`src/rtl/barcode_rx.sv`:
```
// Single-wire barcode receiver: measures the start-bit low time and samples
// eight MSB-first data bits at that offset after each falling edge.
module barcode_rx #(
   parameter int                TMR_W   = 22,
   parameter logic [TMR_W-1:0]  IDLE_TO = 22'h3F_FFFF
) (
   input  logic       clk,
   input  logic       rst_n,
   input  logic       BC,
   input  logic       clr_ID_vld,
   output logic [7:0] ID,
   output logic       ID_vld,
   output logic       rx_busy
);

   typedef enum logic [2:0] {
      IDLE,
      START,
      WAIT_FALL,
      SAMPLE,
      WAIT_HIGH,
      DONE
   } state_t;

   state_t           state, state_nxt;
   logic             bc_s1, bc_s2, bc_s3;
   logic             lvl, fall;
   logic [TMR_W-1:0] tmr, tmr_nxt;
   logic [TMR_W-1:0] t_s, t_s_nxt;
   logic [7:0]       shift_reg, shift_nxt;
   logic [2:0]       bit_cnt, bit_cnt_nxt;
   logic             id_load;
   logic             tmr_sat;

   // Sync flops reset high so a released reset never fakes a falling edge.
   always_ff @(posedge clk) begin
      if (!rst_n) begin
         bc_s1 <= 1'b1;
         bc_s2 <= 1'b1;
         bc_s3 <= 1'b1;
      end else begin
         bc_s1 <= BC;
         bc_s2 <= bc_s1;
         bc_s3 <= bc_s2;
      end
   end

   assign lvl     = bc_s2;
   assign fall    = bc_s3 & ~bc_s2;
   assign tmr_sat = (tmr == {TMR_W{1'b1}});
   assign rx_busy = (state != IDLE);

   always_ff @(posedge clk) begin
      if (!rst_n) begin
         state     <= IDLE;
         tmr       <= '0;
         t_s       <= '0;
         shift_reg <= 8'h00;
         bit_cnt   <= 3'd0;
         ID        <= 8'h00;
         ID_vld    <= 1'b0;
      end else begin
         state     <= state_nxt;
         tmr       <= tmr_nxt;
         t_s       <= t_s_nxt;
         shift_reg <= shift_nxt;
         bit_cnt   <= bit_cnt_nxt;
         if (id_load) begin
            ID     <= shift_reg;
            ID_vld <= 1'b1;
         end else if (clr_ID_vld) begin
            ID_vld <= 1'b0;
         end
      end
   end

   // The timer saturates rather than wrapping so a huge start bit still
   // yields a usable (if clipped) sample offset.
   always_comb begin
      state_nxt   = state;
      tmr_nxt     = tmr;
      t_s_nxt     = t_s;
      shift_nxt   = shift_reg;
      bit_cnt_nxt = bit_cnt;
      id_load     = 1'b0;
      case (state)
         IDLE: begin
            if (fall) begin
               state_nxt   = START;
               tmr_nxt     = '0;
               bit_cnt_nxt = 3'd0;
            end
         end
         START: begin
            if (lvl) begin
               t_s_nxt   = tmr;
               tmr_nxt   = '0;
               state_nxt = WAIT_FALL;
            end else if (!tmr_sat) begin
               tmr_nxt = tmr + TMR_W'(1);
            end
         end
         WAIT_FALL: begin
            if (fall) begin
               tmr_nxt   = '0;
               state_nxt = SAMPLE;
            end else if (tmr >= IDLE_TO) begin
               state_nxt = IDLE;
            end else begin
               tmr_nxt = tmr + TMR_W'(1);
            end
         end
         SAMPLE: begin
            if (!tmr_sat) begin
               tmr_nxt = tmr + TMR_W'(1);
            end
            if (tmr == t_s) begin
               shift_nxt   = {shift_reg[6:0], lvl};
               bit_cnt_nxt = bit_cnt + 3'd1;
               state_nxt   = (bit_cnt == 3'd7) ? DONE : WAIT_HIGH;
            end
         end
         WAIT_HIGH: begin
            if (lvl) begin
               tmr_nxt   = '0;
               state_nxt = WAIT_FALL;
            end else if (tmr >= IDLE_TO) begin
               state_nxt = IDLE;
            end else if (!tmr_sat) begin
               tmr_nxt = tmr + TMR_W'(1);
            end
         end
         DONE: begin
            // Codes with either of the top two bits set are not station IDs.
            id_load   = (shift_reg[7:6] == 2'b00);
            state_nxt = IDLE;
         end
         default: state_nxt = IDLE;
      endcase
   end

endmodule

```
`config.mk`:
```
export PLATFORM = sky130hd
export DESIGN_NAME = barcode_rx
export DESIGN_NICKNAME = d
export VERILOG_FILES = /design/src/rtl/barcode_rx.sv
export SDC_FILE = /design/constraint.sdc
export NUM_CORES = 1
export LEC_CHECK = 0
export CORE_MARGIN = 5
export CORE_UTILIZATION = 50
export CTS_CLUSTER_DIAMETER = 200
export DETAILED_ROUTE_END_ITERATION = 7
export HOLD_SLACK_MARGIN = 0.06
export PLACE_DENSITY = 0.72
export REMOVE_ABC_BUFFERS = 1
export SYNTH_ARGS = -nofsm -noshare
export SYNTH_HDL_FRONTEND = slang
export SYNTH_SLANG_ARGS = --single-unit
```
`constraint.sdc`:
```
create_clock -name clk -period 3.2 [get_ports clk]
set_input_delay 0.48 -clock clk [delete_from_list [all_inputs] [get_ports clk]]
set_output_delay 0.48 -clock clk [all_outputs]
set_load 0.005 [all_outputs]
```
After elaboration in Yosys (flattened, before gate mapping)
Cells that the tools add are included.
Operators by class
  $add $sub $neg: 2
  multipliers: 0
  divide/modulo/power cells: 0
  $lt $le $gt $ge: 1
  eq/ne operators: 13
  shift-type cells: 0
  multiplexer cells: 22
  bitwise gates (word level): 2
  reduce and logical (&&, ||, !) cells: 11
Operator list (number)
  2-to-1 mux 22 bit: 7
  case mux 22 bit (5 select lines): 1
  2-to-1 mux 3 bit: 8
  adder 22 x 1 -> 22 bit (second input constant): 1
  equality test 22 bit: 1
  equality test 22 bit (second input constant): 1
  greater-or-equal comparator 22 bit (second input constant): 1
  case mux 3 bit (5 select lines): 1
  equality test 3 bit (second input constant): 3
  equality test 3 x 2 -> 1 bit (second input constant): 2
  != test 2 bit (second input constant): 3
  != test 3 bit (second input constant): 2
  case mux 3 bit (2 select lines): 1
  AND reduction 3 bit: 2
  nonzero test 5 bit: 1
  2-to-1 mux 1 bit: 4
  AND reduction 2 bit: 2
  AND reduction 4 bit: 1
  nonzero test 2 bit: 2
  adder 3 x 1 -> 3 bit (second input constant): 1
  equality test 3 x 1 -> 1 bit (second input constant): 1
  logical NOT 3 bit: 1
  nonzero test 3 bit: 1
  logical NOT 2 bit: 1
  other kinds (2): 2
Word-level totals
  register bits after elaboration: 70
  bits in latches: 0
  bits in writable memories: 0
  bits in read-only memories: 0
  output and inout bits: 10
  word-level logic and storage cells: 61
  memories: 0

Longest topological paths before layout
Gate-level depths: netlist of the first run.
  depth in word-level cells: 5
  depth in mapped cells: 8
  gate-level depth less buffers: 6

Worst setup path after synthesis of the first run
Ideal clock, no wire load.
  kind: reg-to-reg
  from: register tmr[0]
  to: register tmr[6]
  data arrival time: 1.962 ns
  slack: 1.171 ns
  stages on the path, launching flop included: 8
  buffers on the path: 1
  clock period less this slack: 2.029 ns
  path through: dfxtp_1 ha_1 and3_1 nand4_4 or3_1 buf_6 a311o_1 a21oi_2
Between the ends
  cells in the longest elaborated chain, start to end: 5
  elaborated cells between the ends (all ways): 13
  those cells by class: 1 x add/sub; 1 x order compare; 3 x eq/ne; 7 x mux; 1 x reduce/logical
RTL lines
  start: declaration: RTL line 28  | logic [TMR_W-1:0] tmr, tmr_nxt;
  start signal: assignment: RTL line 64  | tmr <= tmr_nxt;
  adder 22 x 1 -> 22 bit or equality test 22 bit (tied branches)
  2-to-1 mux 22 bit: RTL line 99, 114, 129
  2-to-1 mux 22 bit: RTL line 127  | end else if (tmr >= IDLE_TO) begin
  2-to-1 mux 22 bit: RTL line 124  | if (lvl) begin
  case mux 22 bit (5 select lines): RTL line 86  | case (state)
Parallel ways exist; a longest one is shown, timed or not. The select of a mux whose other input is x is not followed.
A chain may end at the register's enable or synchronous reset.

Worst setup path after layout of the first run
  from: register tmr[0]
  to: register tmr[20]
The elaborated chain is that of the path after synthesis.

==> summary.txt, run 1 <==
Num CTS Buffers - 9
Post-synth EDFFs - 0
Post-CTS Hold Fix Bufs - 0
setup violators final - 0
HPWL after detailed placement - 5.91 mm
Worst EP arrival - 2.90 ns
PD cells - 550 nW/um2
dominant synthesized flop cell - dfxtp_1
dpl cell area - 3740 um2
Clock Sinks - 70
routed wire length - 8.51 mm
largest net degree at the start of global routing - 62
CP Capture Type - flip-flop
initial core utilization - 50.4%
fill count - 672
area delta synth->final - 9.75%
CTS tree - done
NetSw - 0.752 mW
Worst Path Max Fanout - 13
Iteration-0 DRC Markers - 167
Ant. Diodes - 0
gpl congestion - 0.908
Avg Vias per Cell - 5.79
combinational share of power - 22.1%
share of cells above drive strength 1 - 12.3%
FMAX - 380 MHz
worst-path cell chain - ha_1 > and3_1 > nand4_4 > o41ai_4 > nand2_2 > o32ai_1
vias in the first global route - 2828
Max stage delay on crit path - 0.74 ns
Leak - 1.29 nW
Post-CTS Setup Repair Bufs - 0
CP required - 3.48 ns
design area - 3950 um2
Die X - 94.8 um
H-Tree Depth - 3
drt first pass iters - 5
Sw Ratio - 34.6%
number of synthesis warnings - 0
Crit path max-delay family - compound AO/OA/AOI/OAI gates
Boundary Pins - 14
Clk network pwr share - 34.3%
buffer and inverter count on the worst path - 0
grt total ovfl - 0
global-route wire length before repair - 14.2 mm
cells after synthesis - 410
Core Region - 7140 um2
clk root buf - clkbuf_8
worst-case clock buffer depth - 2
asr flop ratio synth - 0%
register bit total from synthesis - 70
worst hold path class - flip-flop to flip-flop
Port-buffer cells - 13
clk_lat worst skew - 0.36 ns
Top Registers - t_s x22, tmr x22
die area - 8990 um2
Final Hold Viols - 0
Yosys cell types - 56
Via Count - 2969
RSZ-0062 raised after global routing - false
Multi-input gate area - 2030 um2
cell-internal power - 1.42 mW
TNS Setup - 0 ns
row cnt - 31
WL/cell - 16.6 um
Tmin final - 2.63 ns
post_cts resized - 0
Worst Setup Start Kind - flip-flop
Power, Total - 2.17 mW
maximum vdd drop - 335 uV
Worst Clk Skew - 0.00849 ns
GRT Overall Usage - 20.7%
number of remaining DRC errors - 0
max cap viols - 0
Die H - 94.8 um
outcome - finished, final reports clean
initial antenna violation count - 0
antenna-violating nets left - 0
kind of critical path - flip-flop to flip-flop
period utilisation layout - 82.2%
Seq pwr share - 43.5%
Reg area - 1400 um2
slew margin rel. - 37.7%
CTS clock-pin slew for the worst setup and hold paths - 0.08 ns
Mean Syn Cell Area - 8.77 um2
slew at the pin closest to its max-slew limit - 0.911 ns
post-synthesis sequential area ratio - 39.0%
synthesized cell area - 3590 um2
Final Max Tran Viols - 0
crit path max-delay cell type - o41ai_4
Nets - 416
final timing paths:
kind	start	endpoint	slack (ns)	cells past startpoint
setup / recovery	tmr[0]	tmr[20]	0.57	6
hold / removal	bc_s1	bc_s2	0.43	1
setup reg to reg	tmr[0]	tmr[20]	0.57	6
hold reg to reg	bc_s1	bc_s2	0.43	1
per-layer routing:
layer  GRT usage, %  vias to the layer above  wire [um]
met5              0                        -          0
li1               -                     1454          -
met3           5.42                       19        371
met2           33.9                       74       4110
met1           25.6                     1422       3830
met4           9.25                        0        208
area by class of cell:
cell class	instances	share of cell area (%)
inverter	3	0.285
sequential	70	35.5
clock buffer	9	3.14
timing repair buffer	20	4.50
tap	99	3.14
multi-input combinational	305	51.3
clock inverter	7	2.06
worst reg2reg max path, cell delays in order (launching register included):
cell	delay, ns
dfxtp_1	0.46
ha_1	0.26
and3_1	0.28
nand4_4	0.18
o41ai_4	0.74
nand2_2	0.42
o32ai_1	0.22
logic make-up (layout without fill, tap and decap cells):
group,count (synthesis),in the layout,share of synthesized area [%]
AND/OR/NAND/NOR,163,163,23.9
AO/OA/AOI/OAI,97,97,20.5
flip-flops,70,70,39.0
buffers and inverters,35,39,4.66
XOR/XNOR,23,23,5.60
multiplexers,19,19,5.29
adder cells (fa/ha/maj),3,3,1.04
stage by stage:
stage / util [%] / setup WS (ns) / hold WS (ns) / cells
floorplan: - / 0.904 / 0.386 / 378
global placement: 52.4 / 0.642 / 0.399 / 497
detailed placement: 52.4 / 0.641 / 0.399 / 497
CTS: 55.3 / 0.611 / 0.430 / 513
global route: 55.3 / 0.426 / 0.457 / 513
finish: 55.3 / 0.571 / 0.427 / 513
power by group through the flow:
stage	Clock [mW]	Combinational (mW)	Sequential, mW
2_1_floorplan	0	0.322	0.949
3_3_place_gp	0	0.476	0.961
3_5_place_dp	0	0.480	0.963
4_1_cts	0.761	0.481	0.943
5_1_grt	0.806	0.525	0.949
6_report	0.745	0.481	0.945
cells in the mapped netlist, drive strengths merged, types with 2 or more instances:
cell / n / area (um2)
nand2: 77 / 292
dfxtp: 70 / 1400
a21boi: 23 / 173
a21oi: 23 / 156
xnor2: 23 / 201
mux2i: 19 / 190
clkbuf: 17 / 63.8
buf: 15 / 92.6
nor2b: 13 / 81.3
nand4: 12 / 90.1
nor2: 12 / 45.0
a31oi: 10 / 62.6
o21ai: 10 / 50.0
nand2b: 7 / 43.8
nor3: 7 / 40.0
and3: 6 / 38.8
o221a: 6 / 67.6
and2: 4 / 25.0
and4: 4 / 38.8
nand3: 4 / 32.5
nor3b: 4 / 30.0
nor4: 4 / 25.0
o21a: 4 / 30.0
a211oi: 3 / 22.5
and3b: 3 / 26.3
ha: 3 / 37.5
inv: 3 / 11.3
o31ai: 3 / 22.5
o41ai: 3 / 45.1
or3: 3 / 18.8
a41oi: 2 / 17.5
o31a: 2 / 17.5
placed cells by master (no fill, tap or decap), types with 4 or more instances in the layout:
| cell | synthesis | routed |
|---|---|---|
| nand4_1 | 11 | 11 |
| nor3_1 | 6 | 6 |
| a31oi_1 | 10 | 10 |
| buf_4 | 2 | 7 |
| a21oi_1 | 12 | 12 |
| o21a_1 | 4 | 4 |
| nor4_1 | 4 | 4 |
| dfxtp_1 | 70 | 70 |
| clkbuf_8 | 0 | 9 |
| o21ai_0 | 9 | 9 |
| xnor2_1 | 23 | 23 |
| nand2_1 | 76 | 76 |
| a21boi_0 | 23 | 23 |
| and3_1 | 5 | 5 |
| nor2b_1 | 13 | 13 |
| nand2b_1 | 7 | 7 |
| nor3b_1 | 4 | 4 |
| a21oi_2 | 11 | 11 |
| mux2i_1 | 19 | 19 |
| o221a_2 | 6 | 6 |
| clkdlybuf4s50_1 | 0 | 12 |
| nor2_1 | 12 | 12 |
Note: power is estimated with default switching activity, not from simulation.
==> run 2, diff against run 1 <==
==> constraint.sdc (replaced) <==
create_clock -name clk -period 2.45 [get_ports clk]
set_input_delay 0.3675 -clock clk [delete_from_list [all_inputs] [get_ports clk]]
set_output_delay 0.3675 -clock clk [all_outputs]
set_load 0.005 [all_outputs]
==> summary.txt, run 2 (same netlist as run 1, synthesis figures left out) <==
clk_lat worst skew - 0.35 ns
Worst Clk Skew - 0.00879 ns
outcome - finished, final reports clean
Core Region - 7140 um2
hold path start - rst_n
fill count - 672
Multi-input gate area - 2030 um2
commonest non-fill, non-tap cells in the layout - 76 x nand2_1, 70 x dfxtp_1, 23 x a21boi_0, 23 x xnor2_1, 21 x buf_4
FMAX - 466 MHz
r2r endpoint - tmr[6]
largest net degree at the start of global routing - 30
routed wire length - 8.30 mm
Via Count - 3005
maximum vdd drop - 568 uV
max cap viols - 0
kind of critical path - flip-flop to output pin
R2R Setup Slk - 0.32 ns
area delta synth->final - 13.3%
Boundary Pins - 14
R2R depth - 6
Top Registers - t_s x22, tmr x22
drt first pass iters - 4
HPWL after detailed placement - 5.83 mm
Worst Path Max Fanout - 10
hold worst-path end - ID_vld
H-Tree Depth - 3
clk root buf - clkbuf_8
antenna-violating nets left - 0
Worst Setup Start Kind - flip-flop
die area - 8990 um2
share of cells above drive strength 1 - 15.6%
Power, Total - 2.90 mW
Iteration-0 DRC Markers - 262
Avg Vias per Cell - 5.69
WL/cell - 15.7 um
RSZ-0062 raised after global routing - false
vias in the first global route - 2872
Num CTS Buffers - 9
Nets - 431
slew margin rel. - 56.3%
setup violators final - 0
Clock Sinks - 70
Worst EP arrival - 1.78 ns
Port-buffer cells - 13
Die X - 94.8 um
PD cells - 711 nW/um2
worst-case clock buffer depth - 2
hold depth - 2
Leak - 1.37 nW
gpl congestion - 0.898
CP Capture Type - output pin
CTS clock-pin slew for the worst setup and hold paths - 0.08 ns
Worst R2R Start - tmr[1]
Reg area - 1400 um2
initial core utilization - 50.4%
global-route wire length before repair - 14.0 mm
number of remaining DRC errors - 0
CP required - 2.08 ns
period utilisation layout - 87.6%
TNS Setup - 0 ns
CTS tree - done
Die H - 94.8 um
Tmin final - 2.15 ns
Final Max Tran Viols - 0
Final Hold Viols - 0
Ant. Diodes - 0
slew at the pin closest to its max-slew limit - 0.649 ns
grt total ovfl - 0
initial antenna violation count - 0
commonest non-fill, non-tap cell in the layout - nand2_1
row cnt - 31
GRT Overall Usage - 20.0%
worst hold path class - primary input to flip-flop
Post-CTS Hold Fix Bufs - 0
## run 2: worst max-delay path by stage
stage,cells after the start,end,start
after global routing,6,tmr[1],state[0]
after floorplan,5,tmr[14],state[0]
final,2,rx_busy,state[0]
after CTS,5,tmr[17],state[0]
after detailed placement,5,tmr[17],state[0]
after global placement,5,tmr[17],state[0]
## run 2: layout make-up
class                      count  share of cell area, %
clock inverter                 7                   2.00
clock buffer                   9                   3.04
inverter                       3                  0.276
sequential                    70                   34.4
multi-input combinational    305                   49.8
tap                           99                   3.04
timing repair buffer          35                   7.43
## run 2: per-layer routing
layer | track usage, % | part of all wire (%)
met5 | 0 | 0
met4 | 7.45 | 1.5
met3 | 3.75 | 4.7
met2 | 33.1 | 49
met1 | 25.9 | 45
## run 2: worst max-delay path: stages, from the launching register on
cell,delay [ns]
dfxtp_1,0.44
or3_1,0.51
clkdlybuf4s50_1,0.49
## run 2: stage by stage
step           setup WS, ns  std cells  hold slack (ns)  util [%]  cell area, um2
2_1_floorplan         0.154        378            0.386         -            3440
3_3_place_gp          0.294        512            0.393      54.2            3860
3_5_place_dp          0.264        512            0.402      54.2            3860
4_1_cts               0.207        528            0.390      57.0            4070
5_1_grt               0.167        528            0.421      57.1            4070
6_report              0.303        528            0.404      57.1            4070
## run 2: power breakdown
| group | leakage (nW) | switching (mW) | internal, mW | total, mW |
|---|---|---|---|---|
| combinational | 0.707 | 0.453 | 0.263 | 0.716 |
| clock | 0.101 | 0.482 | 0.484 | 0.966 |
| sequential | 0.565 | 0.0491 | 1.16 | 1.21 |
| total | 1.37 | 0.985 | 1.91 | 2.90 |
## run 2: what timing repair did
item,in CTS,in global routing
hold endpoints to repair,0,0
gates resized for setup,0,1
setup endpoints to repair,0,1
setup buffers,0,0
==> run 3, diff against run 2 <==
--- a/config.mk
+++ b/config.mk
@@ -10,7 +10,7 @@
 export CTS_CLUSTER_DIAMETER = 200
 export DETAILED_ROUTE_END_ITERATION = 7
 export HOLD_SLACK_MARGIN = 0.06
-export PLACE_DENSITY = 0.72
+export PLACE_DENSITY = 0.74
 export REMOVE_ABC_BUFFERS = 1
 export SYNTH_ARGS = -nofsm -noshare
 export SYNTH_HDL_FRONTEND = slang
==> constraint.sdc (replaced) <==
create_clock -name clk -period 1.84 [get_ports clk]
set_input_delay 0.276 -clock clk [delete_from_list [all_inputs] [get_ports clk]]
set_output_delay 0.276 -clock clk [all_outputs]
set_load 0.1 [all_outputs]
==> summary.txt, run 3 (same netlist as run 1, synthesis figures left out) <==
area delta synth->final - 34.8%
gpl congestion - 0.928
Worst Setup Start Kind - flip-flop
R2R depth - 7
final design utilization - 67.9%
worst hold path class - primary input to flip-flop
non-filler cells, final - 596
share of cells above drive strength 1 - 39.8%
Power, Total - 4.43 mW
Worst Path Max Fanout - 3
Ant. Diodes - 0
Core Region - 7140 um2
global-route wire length before repair - 15.5 mm
CP Capture Type - flip-flop
buffer and inverter count on the worst path - 1
drt first pass iters - 4
Port-buffer cells - 13
kind of critical path - flip-flop to flip-flop
grt total ovfl - 0
commonest non-fill, non-tap cell in the layout - buf_4
Num CTS Buffers - 9
initial antenna violation count - 0
row cnt - 31
Top Registers - t_s x22, tmr x22
R2R Setup Slk - 0.01 ns
routed wire length - 10.1 mm
Leak - 1.80 nW
Worst EP arrival - 2.12 ns
final setup margin - 0.0104 ns
hold worst-path end - tmr[20]
number of remaining DRC errors - 0
Clock Sinks - 70
r2r endpoint - tmr[10]
design area - 4850 um2
Final Hold Viols - 0
Worst Clk Skew - 0.00920 ns
outcome - finished, final reports clean
Tmin final - 1.83 ns
Avg Vias per Cell - 5.54
slew margin rel. - 69.5%
Max stage delay on crit path - 0.42 ns
Die X - 94.8 um
commonest non-fill, non-tap cells in the layout - 87 x buf_4, 74 x nand2_1, 51 x dfxtp_1
clk root buf - clkbuf_8
RSZ-0062 raised after global routing - true
CTS tree - done
hold path start - rst_n
Iteration-0 DRC Markers - 167
Die H - 94.8 um
hold depth - 3
Final Max Tran Viols - 0
worst slack, placed - -0.0573 ns
WL/cell - 17.0 um
slew at the pin closest to its max-slew limit - 0.452 ns
PD cells - 915 nW/um2
max cap viols - 0
initial core utilization - 50.4%
GRT Overall Usage - 22.3%
Worst R2R Start - tmr[1]
H-Tree Depth - 3
FMAX - 547 MHz
Placed Cells - 566
maximum vdd drop - 918 uV
Post-CTS Hold Fix Bufs - 0
Nets - 499
CP required - 2.13 ns
antenna-violating nets left - 0
Hold Slack - 0.323 ns
CTS clock-pin slew for the worst setup and hold paths - 0.08 ns
dpl cell area - 4270 um2
period utilisation layout - 99.4%
Crit path max-delay family - simple AND/OR/NAND/NOR gates
worst-case clock buffer depth - 2
Via Count - 3304
fill count - 575
TNS Setup - 0 ns
setup violators final - 0
vias in the first global route - 3134
clk_lat worst skew - 0.35 ns
largest net degree at the start of global routing - 35
Crit. path cell count - 7
die area - 8990 um2
worst-path cell chain - ha_2 > and3_4 > nand4_4 > or3_4 > buf_4 > a31oi_1 > o221a_2
HPWL after detailed placement - 6.90 mm
Boundary Pins - 14
crit path max-delay cell type - or3_4
[run 3: cell types whose count changed in the layout (fill, tap and decap cells not counted), moves of 6 or more]
cell	previous run	this run
dfxtp_2	0	17
xnor2_1	23	17
dfxtp_1	70	51
buf_4	21	87
xnor2_2	0	6
buf_6	0	8
clkdlybuf4s50_1	12	2
[run 3: per-layer routing]
metal	track usage, %	vias to the layer above	wire, um
met4	7.45	0	189
met3	5.26	18	451
met2	38.6	84	5190
met1	27.0	1581	4300
li1	-	1621	-
met5	0	-	0
[run 3: worst max-delay path by stage]
stage                  start      endpoint
finish                tmr[1]       tmr[10]
global route           bc_s2      state[0]
CTS                   tmr[3]  shift_reg[5]
detailed placement    tmr[0]        tmr[2]
global placement      tmr[0]        tmr[9]
floorplan           state[0]       tmr[17]
[run 3: area by class of cell]
class	count	area, um2	area share, %
clock buffer	9	124	2.56
clock inverter	7	80.1	1.65
inverter	3	11.3	0.232
multi-input combinational	305	2220	45.7
sequential	70	1430	29.5
tap	99	124	2.56
timing repair buffer	103	861	17.8
[run 3: worst reg2reg max path: stages (launching register included)]
cell and delay (ns):
dfxtp_2 0.34, ha_2 0.18, and3_4 0.21, nand4_4 0.12
or3_4 0.42, buf_4 0.15, a31oi_1 0.16, o221a_2 0.20
[run 3: timing repair]
| action | in CTS | in global routing |
|---|---|---|
| endpoints found under the setup margin | 25 | 34 |
| setup buffers | 5 | 7 |
| gates cloned | 1 | 1 |
| pin swaps | 5 | 8 |
| gates resized for setup | 31 | 46 |
| hold endpoints to repair | 0 | 0 |
[run 3: report_power, final]
| group | total, mW | internal, mW | switching, mW |
|---|---|---|---|
| Sequential | 1.61 | 1.55 | 0.0520 |
| Combinational | 1.55 | 0.687 | 0.865 |
| Clock | 1.28 | 0.642 | 0.635 |
| Total | 4.43 | 2.88 | 1.55 |
